## src/rtl/dmi_debug_module_if.sv

```systemverilog
// DMI, core-control and system-bus signal bundle for the debug module.
// The slave modport is the debug module; master is the DTM/core/bus side.
interface dmi_debug_module_if;
    logic        dmi_req;
    logic [6:0]  dmi_addr;
    logic [31:0] dmi_wdata;
    logic [1:0]  dmi_op;
    logic        dmi_ack;
    logic [31:0] dmi_rdata;
    logic [1:0]  dmi_resp;
    logic        hart_halted;
    logic        haltreq;
    logic        resumereq;
    logic        ndmreset;
    logic        sb_req;
    logic        sb_we;
    logic [31:0] sb_addr;
    logic [31:0] sb_wdata;
    logic [31:0] sb_rdata;
    logic        sb_ack;

    modport slave (
        input  dmi_req, dmi_addr, dmi_wdata, dmi_op, hart_halted, sb_rdata, sb_ack,
        output dmi_ack, dmi_rdata, dmi_resp, haltreq, resumereq, ndmreset,
        output sb_req, sb_we, sb_addr, sb_wdata
    );

    modport master (
        output dmi_req, dmi_addr, dmi_wdata, dmi_op, hart_halted, sb_rdata, sb_ack,
        input  dmi_ack, dmi_rdata, dmi_resp, haltreq, resumereq, ndmreset,
        input  sb_req, sb_we, sb_addr, sb_wdata
    );
endinterface

```

## src/rtl/dmi_debug_module.sv

```systemverilog
// Minimal RISC-V style debug module: DMI register file, run control and a
// system-bus access engine with timeout.
module dmi_debug_module #(
    parameter int unsigned SB_TIMEOUT = 256
) (
    input logic               clk,
    input logic               rst,
    dmi_debug_module_if.slave dmi
);
    localparam logic [6:0] AddrData0      = 7'h04;
    localparam logic [6:0] AddrDmcontrol  = 7'h10;
    localparam logic [6:0] AddrDmstatus   = 7'h11;
    localparam logic [6:0] AddrSbcs       = 7'h38;
    localparam logic [6:0] AddrSbaddress0 = 7'h39;
    localparam logic [6:0] AddrSbdata0    = 7'h3C;

    localparam logic [1:0] OpNop   = 2'd0;
    localparam logic [1:0] OpRead  = 2'd1;
    localparam logic [1:0] OpRsvd  = 2'd3;
    localparam logic [1:0] RespOk  = 2'd0;
    localparam logic [1:0] RespErr = 2'd2;

    localparam int unsigned TmrW = $clog2(SB_TIMEOUT) + 1;
    localparam logic [TmrW-1:0] TmrLast = TmrW'(SB_TIMEOUT - 1);

    typedef enum logic [2:0] {StIdle, StDecode, StSbWait, StAck, StRelease} state_e;

    state_e          state_q, state_d;
    logic [6:0]      addr_q, addr_d;
    logic [31:0]     wdata_q, wdata_d;
    logic [1:0]      op_q, op_d;
    logic            ack_q, ack_d;
    logic [31:0]     rdata_q, rdata_d;
    logic [1:0]      resp_q, resp_d;
    logic [31:0]     data0_q, data0_d;
    logic            dmactive_q, dmactive_d;
    logic            haltreq_q, haltreq_d;
    logic            ndmreset_q, ndmreset_d;
    logic            resumereq_q, resumereq_d;
    logic            readonaddr_q, readonaddr_d;
    logic            autoinc_q, autoinc_d;
    logic            readondata_q, readondata_d;
    logic [2:0]      sberror_q, sberror_d;
    logic [31:0]     sbaddress0_q, sbaddress0_d;
    logic [31:0]     sbdata0_q, sbdata0_d;
    logic            sb_req_q, sb_req_d;
    logic            sb_we_q, sb_we_d;
    logic [31:0]     sb_addr_q, sb_addr_d;
    logic [31:0]     sb_wdata_q, sb_wdata_d;
    logic [TmrW-1:0] tmr_q, tmr_d;

    logic        is_rd, wr_en, sb_ok;
    logic [31:0] dmstatus, sbcs;

    assign is_rd = (op_q == OpRead);
    // Only dmcontrol is writable while the module is inactive.
    assign wr_en = !is_rd && (dmactive_q || addr_q == AddrDmcontrol);
    assign sb_ok = (sberror_q == 3'd0);
    assign dmstatus = {20'd0, ~dmi.hart_halted, ~dmi.hart_halted, dmi.hart_halted,
                       dmi.hart_halted, 1'b1, 3'd0, 4'd2};
    assign sbcs = {11'd0, readonaddr_q, 3'd2, autoinc_q, readondata_q, sberror_q, 12'd0};

    always_ff @(posedge clk or posedge rst) begin
        if (rst) begin
            state_q      <= StIdle;
            addr_q       <= '0;
            wdata_q      <= '0;
            op_q         <= '0;
            ack_q        <= 1'b0;
            rdata_q      <= '0;
            resp_q       <= '0;
            data0_q      <= '0;
            dmactive_q   <= 1'b0;
            haltreq_q    <= 1'b0;
            ndmreset_q   <= 1'b0;
            resumereq_q  <= 1'b0;
            readonaddr_q <= 1'b0;
            autoinc_q    <= 1'b0;
            readondata_q <= 1'b0;
            sberror_q    <= '0;
            sbaddress0_q <= '0;
            sbdata0_q    <= '0;
            sb_req_q     <= 1'b0;
            sb_we_q      <= 1'b0;
            sb_addr_q    <= '0;
            sb_wdata_q   <= '0;
            tmr_q        <= '0;
        end else begin
            state_q      <= state_d;
            addr_q       <= addr_d;
            wdata_q      <= wdata_d;
            op_q         <= op_d;
            ack_q        <= ack_d;
            rdata_q      <= rdata_d;
            resp_q       <= resp_d;
            data0_q      <= data0_d;
            dmactive_q   <= dmactive_d;
            haltreq_q    <= haltreq_d;
            ndmreset_q   <= ndmreset_d;
            resumereq_q  <= resumereq_d;
            readonaddr_q <= readonaddr_d;
            autoinc_q    <= autoinc_d;
            readondata_q <= readondata_d;
            sberror_q    <= sberror_d;
            sbaddress0_q <= sbaddress0_d;
            sbdata0_q    <= sbdata0_d;
            sb_req_q     <= sb_req_d;
            sb_we_q      <= sb_we_d;
            sb_addr_q    <= sb_addr_d;
            sb_wdata_q   <= sb_wdata_d;
            tmr_q        <= tmr_d;
        end
    end

    always_comb begin
        state_d      = state_q;
        addr_d       = addr_q;
        wdata_d      = wdata_q;
        op_d         = op_q;
        ack_d        = 1'b0;
        rdata_d      = rdata_q;
        resp_d       = resp_q;
        data0_d      = data0_q;
        dmactive_d   = dmactive_q;
        haltreq_d    = haltreq_q;
        ndmreset_d   = ndmreset_q;
        resumereq_d  = 1'b0;
        readonaddr_d = readonaddr_q;
        autoinc_d    = autoinc_q;
        readondata_d = readondata_q;
        sberror_d    = sberror_q;
        sbaddress0_d = sbaddress0_q;
        sbdata0_d    = sbdata0_q;
        sb_req_d     = sb_req_q;
        sb_we_d      = sb_we_q;
        sb_addr_d    = sb_addr_q;
        sb_wdata_d   = sb_wdata_q;
        tmr_d        = tmr_q;

        unique case (state_q)
            StIdle: begin
                if (dmi.dmi_req) begin
                    addr_d  = dmi.dmi_addr;
                    wdata_d = dmi.dmi_wdata;
                    op_d    = dmi.dmi_op;
                    state_d = StDecode;
                end
            end
            StDecode: begin
                state_d = StAck;
                rdata_d = '0;
                resp_d  = RespOk;
                if (op_q == OpRsvd) begin
                    resp_d = RespErr;
                end else if (op_q != OpNop) begin
                    case (addr_q)
                        AddrData0: begin
                            if (is_rd) rdata_d = data0_q;
                            else if (wr_en) data0_d = wdata_q;
                        end
                        AddrDmcontrol: begin
                            if (is_rd) begin
                                rdata_d = {haltreq_q, 1'b0, 28'd0, ndmreset_q, dmactive_q};
                            end else begin
                                dmactive_d  = wdata_q[0];
                                haltreq_d   = wdata_q[31] & wdata_q[0];
                                ndmreset_d  = wdata_q[1] & wdata_q[0];
                                resumereq_d = wdata_q[30] & dmi.hart_halted;
                            end
                        end
                        AddrDmstatus: begin
                            if (is_rd) rdata_d = dmstatus;
                        end
                        AddrSbcs: begin
                            if (is_rd) begin
                                rdata_d = sbcs;
                            end else if (wr_en) begin
                                readonaddr_d = wdata_q[20];
                                autoinc_d    = wdata_q[16];
                                readondata_d = wdata_q[15];
                                sberror_d    = sberror_q & ~wdata_q[14:12];
                            end
                        end
                        AddrSbaddress0: begin
                            if (is_rd) begin
                                rdata_d = sbaddress0_q;
                            end else if (wr_en) begin
                                sbaddress0_d = wdata_q;
                                if (readonaddr_q && sb_ok) begin
                                    sb_req_d  = 1'b1;
                                    sb_we_d   = 1'b0;
                                    sb_addr_d = wdata_q;
                                    tmr_d     = '0;
                                    state_d   = StSbWait;
                                end
                            end
                        end
                        AddrSbdata0: begin
                            if (is_rd) begin
                                // Old value is returned; the refill read lands afterwards.
                                rdata_d = sbdata0_q;
                                if (readondata_q && sb_ok) begin
                                    sb_req_d  = 1'b1;
                                    sb_we_d   = 1'b0;
                                    sb_addr_d = sbaddress0_q;
                                    tmr_d     = '0;
                                    state_d   = StSbWait;
                                end
                            end else if (wr_en) begin
                                sbdata0_d = wdata_q;
                                if (sb_ok) begin
                                    sb_req_d   = 1'b1;
                                    sb_we_d    = 1'b1;
                                    sb_addr_d  = sbaddress0_q;
                                    sb_wdata_d = wdata_q;
                                    tmr_d      = '0;
                                    state_d    = StSbWait;
                                end
                            end
                        end
                        default: resp_d = RespErr;
                    endcase
                end
            end
            StSbWait: begin
                if (dmi.sb_ack) begin
                    sb_req_d = 1'b0;
                    if (!sb_we_q) sbdata0_d = dmi.sb_rdata;
                    if (autoinc_q) sbaddress0_d = sbaddress0_q + 32'd4;
                    state_d = StAck;
                end else if (tmr_q == TmrLast) begin
                    sb_req_d  = 1'b0;
                    sberror_d = 3'd1;
                    state_d   = StAck;
                end else begin
                    tmr_d = tmr_q + 1'b1;
                end
            end
            StAck: begin
                ack_d   = 1'b1;
                state_d = StRelease;
            end
            StRelease: begin
                if (!dmi.dmi_req) state_d = StIdle;
            end
            default: state_d = StIdle;
        endcase
    end

    assign dmi.dmi_ack   = ack_q;
    assign dmi.dmi_rdata = rdata_q;
    assign dmi.dmi_resp  = resp_q;
    assign dmi.haltreq   = haltreq_q;
    assign dmi.resumereq = resumereq_q;
    assign dmi.ndmreset  = ndmreset_q;
    assign dmi.sb_req    = sb_req_q;
    assign dmi.sb_we     = sb_we_q;
    assign dmi.sb_addr   = sb_addr_q;
    assign dmi.sb_wdata  = sb_wdata_q;
endmodule

```

## src/flat_wrapper.sv

```systemverilog
// flat-port wrapper written by rule: the top's interface ports become plain ports
module dmi_debug_module_flat 
#(
    parameter int unsigned SB_TIMEOUT = 256
)
  (clk, rst, dmi_dmi_req, dmi_dmi_addr, dmi_dmi_wdata, dmi_dmi_op, dmi_hart_halted, dmi_sb_rdata, dmi_sb_ack, dmi_dmi_ack, dmi_dmi_rdata, dmi_dmi_resp, dmi_haltreq, dmi_resumereq, dmi_ndmreset, dmi_sb_req, dmi_sb_we, dmi_sb_addr, dmi_sb_wdata);
  dmi_debug_module_if dmi_i ();
  input logic clk;
  input logic rst;
  input wire logic [$bits(dmi_i.dmi_req)-1:0] dmi_dmi_req;
  input wire logic [$bits(dmi_i.dmi_addr)-1:0] dmi_dmi_addr;
  input wire logic [$bits(dmi_i.dmi_wdata)-1:0] dmi_dmi_wdata;
  input wire logic [$bits(dmi_i.dmi_op)-1:0] dmi_dmi_op;
  input wire logic [$bits(dmi_i.hart_halted)-1:0] dmi_hart_halted;
  input wire logic [$bits(dmi_i.sb_rdata)-1:0] dmi_sb_rdata;
  input wire logic [$bits(dmi_i.sb_ack)-1:0] dmi_sb_ack;
  output wire logic [$bits(dmi_i.dmi_ack)-1:0] dmi_dmi_ack;
  output wire logic [$bits(dmi_i.dmi_rdata)-1:0] dmi_dmi_rdata;
  output wire logic [$bits(dmi_i.dmi_resp)-1:0] dmi_dmi_resp;
  output wire logic [$bits(dmi_i.haltreq)-1:0] dmi_haltreq;
  output wire logic [$bits(dmi_i.resumereq)-1:0] dmi_resumereq;
  output wire logic [$bits(dmi_i.ndmreset)-1:0] dmi_ndmreset;
  output wire logic [$bits(dmi_i.sb_req)-1:0] dmi_sb_req;
  output wire logic [$bits(dmi_i.sb_we)-1:0] dmi_sb_we;
  output wire logic [$bits(dmi_i.sb_addr)-1:0] dmi_sb_addr;
  output wire logic [$bits(dmi_i.sb_wdata)-1:0] dmi_sb_wdata;
  assign dmi_i.dmi_req = dmi_dmi_req;
  assign dmi_i.dmi_addr = dmi_dmi_addr;
  assign dmi_i.dmi_wdata = dmi_dmi_wdata;
  assign dmi_i.dmi_op = dmi_dmi_op;
  assign dmi_i.hart_halted = dmi_hart_halted;
  assign dmi_i.sb_rdata = dmi_sb_rdata;
  assign dmi_i.sb_ack = dmi_sb_ack;
  assign dmi_dmi_ack = dmi_i.dmi_ack;
  assign dmi_dmi_rdata = dmi_i.dmi_rdata;
  assign dmi_dmi_resp = dmi_i.dmi_resp;
  assign dmi_haltreq = dmi_i.haltreq;
  assign dmi_resumereq = dmi_i.resumereq;
  assign dmi_ndmreset = dmi_i.ndmreset;
  assign dmi_sb_req = dmi_i.sb_req;
  assign dmi_sb_we = dmi_i.sb_we;
  assign dmi_sb_addr = dmi_i.sb_addr;
  assign dmi_sb_wdata = dmi_i.sb_wdata;
  dmi_debug_module #(.SB_TIMEOUT(SB_TIMEOUT)) u_core (.clk(clk), .rst(rst), .dmi(dmi_i));
endmodule
```

## config.mk

```make
export PLATFORM = sky130hd
export DESIGN_NAME = dmi_debug_module_flat
export DESIGN_NICKNAME = d
export VERILOG_FILES = /design/src/rtl/dmi_debug_module_if.sv /design/src/rtl/dmi_debug_module.sv /design/src/flat_wrapper.sv
export SDC_FILE = /design/constraint.sdc
export NUM_CORES = 1
export LEC_CHECK = 0
export BUFFER_PORTS_ARGS = -buffer_cell sky130_fd_sc_hd__buf_2
export CORE_ASPECT_RATIO = 1.5
export CORE_MARGIN = 2
export CORE_UTILIZATION = 52
export CTS_CLUSTER_SIZE = 24
export DETAILED_ROUTE_END_ITERATION = 6
export HOLD_SLACK_MARGIN = 0.06
export MAX_ROUTING_LAYER = met4
export PLACE_DENSITY_LB_ADDON = 0.05
export SETUP_SLACK_MARGIN = 0.5
export SYNTH_ARGS = -nofsm -noshare
export SYNTH_HDL_FRONTEND = slang
export SYNTH_SLANG_ARGS = --single-unit
```

## constraint.sdc

```tcl
create_clock -name clk -period 7.55 [get_ports clk]
set_clock_uncertainty 0.05 [all_clocks]
set_input_delay 0.755 -clock clk [delete_from_list [all_inputs] [get_ports clk]]
set_output_delay 0.755 -clock clk [all_outputs]
set_load 0.01 [all_outputs]
```

Yosys cells after proc, flatten, opt, wreduce, memory -nomap -nowiden
Index checks and enable logic that the tools add are counted.
{ "totals": {"ff_bits": 260, "latch_bits": 0, "mem_bits_rw": 0, "mem_bits_ro": 0, "wordCells": 193, "n_memories": 0} }
{ "op_classes": {"addsub": 2, "multipliers": 0, "div": 0, "magnitude_cmp": 0, "eq_ne": 42, "shift": 0, "mux": 95, "bitwise": 8, "reduce_logical": 23} }
{ "op_table": {"columns": ["op", "count"], "rows": [
  ["2-to-1 mux 32 bit", 25],
  ["one-hot mux 32 bit (2 select lines)", 3],
  ["one-hot mux 32 bit (6 select lines)", 1],
  ["2-to-1 mux 9 bit", 11],
  ["2-to-1 mux 3 bit", 17],
  ["one-hot mux 9 bit (2 select lines)", 2],
  ["adder 32 x 3 -> 32 bit (second input constant)", 1],
  ["2-to-1 mux 1 bit", 25],
  ["AND reduction 8 bit", 3],
  ["inequality test 2 bit (second input constant)", 11],
  ["equality test 7 x 6 -> 1 bit (second input constant)", 3],
  ["2-to-1 mux 21 bit", 1],
  ["one-hot mux 3 bit (5 select lines)", 1],
  ["equality test 7 x 5 -> 1 bit (second input constant)", 2],
  ["inequality test 2 x 1 -> 1 bit (second input constant)", 7],
  ["2-to-1 mux 12 bit", 1],
  ["inequality test 3 x 2 -> 1 bit (second input constant)", 4],
  ["one-hot mux 3 bit (2 select lines)", 2],
  ["AND reduction 12 bit", 1],
  ["AND reduction 6 bit", 2],
  ["AND reduction 11 bit", 1],
  ["AND reduction 10 bit", 1],
  ["adder 9 x 1 -> 9 bit (second input constant)", 1],
  ["equality test 9 x 8 -> 1 bit (second input constant)", 1],
  ["26 further kinds", 43]
]} }

Logic depth before layout (Yosys ltp)
{ "logic_depth": {"depth_word": 9, "depth_mapped": 12, "mapped_depth_nobuf": 11} }

Worst setup path before layout
No wires, ideal clock.
{ "synth_timing": {"path_kind": "reg2reg", "start": "reg u_core.tmr_q[0]", "end": "reg u_core.tmr_q[3]", "setup_ns": 0.069, "t_arrival_ns": 2.438, "required_ns": 7.431, "slack_ns": 4.994, "path_stages_with_launch": 12, "path_cell_list": "dfrtp_1 > ha_1 > nand3_1 > nor2_1 > and3_1 > ha_1 > nor4b_1 > a31oi_1 > a211oi_1 > o211ai_1 > or4_1 > nand3_1"} }
{ "synth_between": {"elab_chain_len": 4, "elab_cells_between_ends": 7, "classes_between": "1 x add/sub; 2 x eq/ne; 3 x mux; 1 x reduce/logical"} }
{ "synth_lines": {"columns": ["element", "line", "text"], "rows": [
  ["from (decl)", "dmi_debug_module.sv:50", "logic [TmrW-1:0] tmr_q, tmr_d;"],
  ["from (signal assigned)", "dmi_debug_module.sv:111", "tmr_q <= tmr_d;"],
  ["adder 9 x 1 -> 9 bit", "dmi_debug_module.sv:236", "tmr_d = tmr_q + 1'b1;"],
  ["2-to-1 mux 9 bit", "dmi_debug_module.sv:231", "end else if (tmr_q == TmrLast) begin"],
  ["2-to-1 mux 9 bit", "dmi_debug_module.sv:226", "if (dmi.sb_ack) begin"],
  ["one-hot mux 9 bit (2 select lines)", "dmi_debug_module.sv:140", "unique case (state_q)"]
]} }
Parallel ways exist; a longest one is shown, timed or not. The select of a mux whose other input is x is not followed.
A chain may end at the register's enable or synchronous reset.

Final worst setup path
{ "layout_timing": {"start": "reg u_core.state_q[1]", "end": "reg u_core.sbdata0_q[28]"} }
{ "layout_between": {"elab_chain_len": 3, "elab_cells_between_ends": 12, "classes_between": "9 x eq/ne; 1 x mux; 2 x reduce/logical"} }
{ "layout_lines": {"columns": ["element", "line", "text"], "rows": [
  ["from (decl)", "dmi_debug_module.sv:28", "state_e state_q, state_d;"],
  ["from (signal assigned)", "dmi_debug_module.sv:65", "state_q <= StIdle;"],
  ["from (signal assigned)", "dmi_debug_module.sv:89", "state_q <= state_d;"],
  ["equality test 3 x 2 -> 1 bit or equality test 3 x 1 -> 1 bit (tied branches)", "dmi_debug_module.sv:140", null],
  ["inequality test 2 bit (no source line), or another cell as far along", null, null],
  ["AND reduction 8 bit (no source line)", null, null],
  ["to (signal assigned)", "dmi_debug_module.sv:106", "sbdata0_q <= sbdata0_d;"],
  ["to (decl)", "dmi_debug_module.sv:45", "logic [31:0] sbdata0_q, sbdata0_d;"]
]} }
Parallel ways exist; a longest one is shown, timed or not.

==> impl_metrics.json <==
{
  "fp.dieW_um": 127,
  "detailed_place.area_um2": 12900,
  "grt_usage_pct": 27.0,
  "vdd_drop_max_v": 0.000178,
  "final.min_clock_period_ps": 3290,
  "worst_skew_pair.late_latency_ps": 530,
  "post-route-period-util_pct": 43.6,
  "floorplan.io_pins": 182,
  "asyncSetResetFlopFracSynth_pct": 100,
  "grt_antenna_before_repair": 0,
  "setup_repair_after_global_routing_missed_its_margin": "false",
  "synth_enable_flop_cells": 0,
  "ys_warn_count": 0,
  "synth_area_um2": 11800,
  "postSynthNetCount": 1148,
  "maxCapViolations": 0,
  "buffer_ports.inserted": 180,
  "finalWirelength_um": 31200,
  "first_global_vias": 8928,
  "filler_cell_count": 1894,
  "cts.root.buffer_cell": "sky130_fd_sc_hd__clkbuf_16",
  "required_time_of_the_worst_setup_path_ps": 7870,
  "netlist.area_leader.share_pct": 54.8,
  "grt_start_max_net_pins": 146,
  "insertedDiodeCount": 0,
  "gr-total-overflow": 0,
  "drt_first_iter_violations": 625,
  "clk_pin_slew_worst_paths_ps": 60,
  "gp_routability_congestion": 0.827,
  "num_rows": 67,
  "route.detailed.drc": 11,
  "crit_path_start_kind": "register",
  "post_cts.repair.setup_buffers": 0,
  "cts_resized": 0,
  "adder_cell_share_of_the_synthesized_area_pct": 0.402,
  "post_synth_mux_area_share_pct": 16.0,
  "place_hpwl_um": 20100,
  "final-max-slew-violation-count": 0,
  "drive_above_1_share_pct": 29.5,
  "clock.fmax_ghz": 0.304,
  "critical_setup_path_kind": "register to register",
  "yosys.area.top_type": "sky130_fd_sc_hd__dfrtp_1",
  "drt-vias-per-instance": 5.87,
  "main_combinational_cell_family_by_area_after_synthesis": "multiplexers",
  "cts-root-to-sink-buffers": 3,
  "grt_pass1_wl_um": 49600,
  "floorplan.core_area_um2": 22300,
  "finalSetupTns_ps": 0,
  "yosys.area_share.simple_pct": 10.8,
  "nNetsFinal": 1293,
  "crit_arrival_ps": 3610,
  "h_tree_levels": 1,
  "synth.top_cells.by_area": "sky130_fd_sc_hd__dfrtp_1, sky130_fd_sc_hd__mux2_2, sky130_fd_sc_hd__mux2i_1",
  "clock_sink_count": 259,
  "post_synth.cell_area_avg_um2": 11.1,
  "status": "complete, but fails checks",
  "syn_inst": 1067,
  "postLayoutCoreUtil_pct": 61.5,
  "cts_hold_buf": 0,
  "die_area_um2": 24000,
  "initial_core_util_pct": 53.0,
  "ant_nets": 0,
  "holdWs_ps": 376,
  "leakagePower_uw": 0.00667,
  "cts_buffer_count": 25,
  "finalInstanceArea_um2": 13700,
  "critical_path_peak_fanout": 64,
  "ys_seq_elements": 259,
  "netlist-cell-type-count": 65,
  "hold_viol_final": 0,
  "slew_margin_rel_pct": 28.6,
  "vias": 8847,
  "synthFlopType": "sky130_fd_sc_hd__dfrtp_1",
  "area_delta_synth_final_pct": 15.9,
  "endpoint_kind": "register",
  "failed_checks": "DRC",
  "cts_tree": "done",
  "synthMostInstantiatedCell": "sky130_fd_sc_hd__dfrtp_1",
  "final-setup-viol-count": 0,
  "tightestPinTransition_ps": 1070,
  "share_of_the_synthesized_area_in_compound_gates_ao_oa_aoi_oai_pct": 14.5,
  "synth.yosys.seq_area_share_pct": 54.8,
  "firstDrtPassIters": 7,
  "synth_xor_area_share_pct": 0.148,
  "drt-wirelength-per-cell_um": 20.7,
  "synth.cells.most_frequent": "sky130_fd_sc_hd__dfrtp_1, sky130_fd_sc_hd__nand2_1, sky130_fd_sc_hd__o21ai_0",
  "floorplan.die.height_um": 189,
  "power.density_cell_area_nw_per_um2": 328,
  "hold_path_class": "input pin to async pin"
}
cells by family after synthesis:
kind of cell             Yosys count
AO/OA/AOI/OAI                    272
AND/OR/NAND/NOR                  270
flip-flops                       259
multiplexers                     175
buffers and inverters             84
adder cells (fa/ha/maj)            4
XOR/XNOR                           2
other                              1
metal layers:
| metal | track usage (%) | vias up | wire (µm) |
|---|---|---|---|
| met5 | - | - | 0 |
| met4 | 6.51 | 0 | 566 |
| met3 | 3.04 | 40 | 1450 |
| met2 | 45.7 | 241 | 15900 |
| met1 | 34.9 | 4383 | 13200 |
| li1 | - | 4183 | - |
final timing paths:
check	from	end	slack, ps	depth (start not counted)
worst max-delay path	u_core.state_q[1]	u_core.sbdata0_q[28]	4260	9
worst min register to register	u_core.tmr_q[7]	u_core.tmr_q[7]	420	1
worst min-delay path	rst	u_core.wdata_q[4]	380	2
min in group clk	dmi_dmi_wdata[12]	u_core.wdata_q[12]	410	2
max in group asynchronous	rst	u_core.data0_q[22]	5620	3
worst max register to register	u_core.state_q[1]	u_core.sbdata0_q[28]	4260	9
worst max-delay path: stages, from the launching register on:
cell                      delay, ps
sky130_fd_sc_hd__dfrtp_1        490
sky130_fd_sc_hd__inv_1          130
sky130_fd_sc_hd__nor3_2         280
sky130_fd_sc_hd__buf_4          520
sky130_fd_sc_hd__buf_4          650
sky130_fd_sc_hd__nand2_1        140
sky130_fd_sc_hd__o22a_2         240
sky130_fd_sc_hd__buf_4          320
sky130_fd_sc_hd__nand2_1        140
sky130_fd_sc_hd__o21ai_0         90
registers in the layout, summed over array words and instances, names as in the netlist, 7 cells and up:
signal and count:
u_core.sbdata0_q 32, u_core.wdata_q 32, u_core.sbaddress0_q 32, u_core.data0_q 32, u_core.addr_q 7, u_core.dmi.dmi_rdata 32, u_core.dmi.sb_addr 32, u_core.dmi.sb_wdata 32
u_core.tmr_q 9
through the flow:
step	setup WS [ps]	instances	total power, µW
after floorplan	3330	1067	2830
after global placement	4370	1461	3210
after detailed placement	4320	1461	3240
after CTS	4290	1506	4530
after global routing	4000	1506	4760
final	4260	1506	4500
cell type report:
class	count	area [µm²]	share of cell area, %
flip-flops and latches	259	6480	47.3
multi-input cells	724	4980	36.4
repair buffers	196	1030	7.54
clock buffers	38	744	5.43
well taps	276	345	2.52
clock inverters	7	92.6	0.675
inverters	6	26.3	0.192
where the power goes:
| part | total, µW | switching (µW) | leakage (µW) | internal, µW |
|---|---|---|---|---|
| combinational | 1110 | 615 | 0.00281 | 494 |
| sequential | 2110 | 421 | 0.00346 | 1690 |
| clock | 1280 | 533 | 0.000402 | 747 |
| total | 4500 | 1570 | 0.00667 | 2930 |
cell usage in the layout (no fill, tap or decap), types with 3 or more instances in the layout:
cell type	instances
sky130_fd_sc_hd__dfrtp_1	259
sky130_fd_sc_hd__buf_2	180
sky130_fd_sc_hd__nand2_1	143
sky130_fd_sc_hd__o21ai_0	119
sky130_fd_sc_hd__mux2_2	111
sky130_fd_sc_hd__mux2i_1	63
sky130_fd_sc_hd__a21oi_1	46
sky130_fd_sc_hd__nand3_1	32
sky130_fd_sc_hd__nor2_1	28
sky130_fd_sc_hd__clkbuf_16	25
sky130_fd_sc_hd__a22oi_1	22
sky130_fd_sc_hd__a222oi_1	17
sky130_fd_sc_hd__buf_4	15
sky130_fd_sc_hd__a22o_1	13
sky130_fd_sc_hd__o22ai_1	11
sky130_fd_sc_hd__and3_1	10
sky130_fd_sc_hd__a2bb2oi_1	9
sky130_fd_sc_hd__nor3_1	8
sky130_fd_sc_hd__nand4_1	7
sky130_fd_sc_hd__clkbuf_8	7
sky130_fd_sc_hd__nor3b_1	6
sky130_fd_sc_hd__clkbuf_1	6
sky130_fd_sc_hd__inv_1	5
sky130_fd_sc_hd__and2_1	5
sky130_fd_sc_hd__nand2b_1	4
sky130_fd_sc_hd__a31oi_1	4
sky130_fd_sc_hd__or3_1	4
sky130_fd_sc_hd__a221oi_1	4
sky130_fd_sc_hd__clkinvlp_4	4
sky130_fd_sc_hd__o2bb2ai_1	3
sky130_fd_sc_hd__a211oi_1	3
sky130_fd_sc_hd__o211ai_1	3
sky130_fd_sc_hd__ha_1	3
Note: power is estimated with default switching activity, not from simulation.
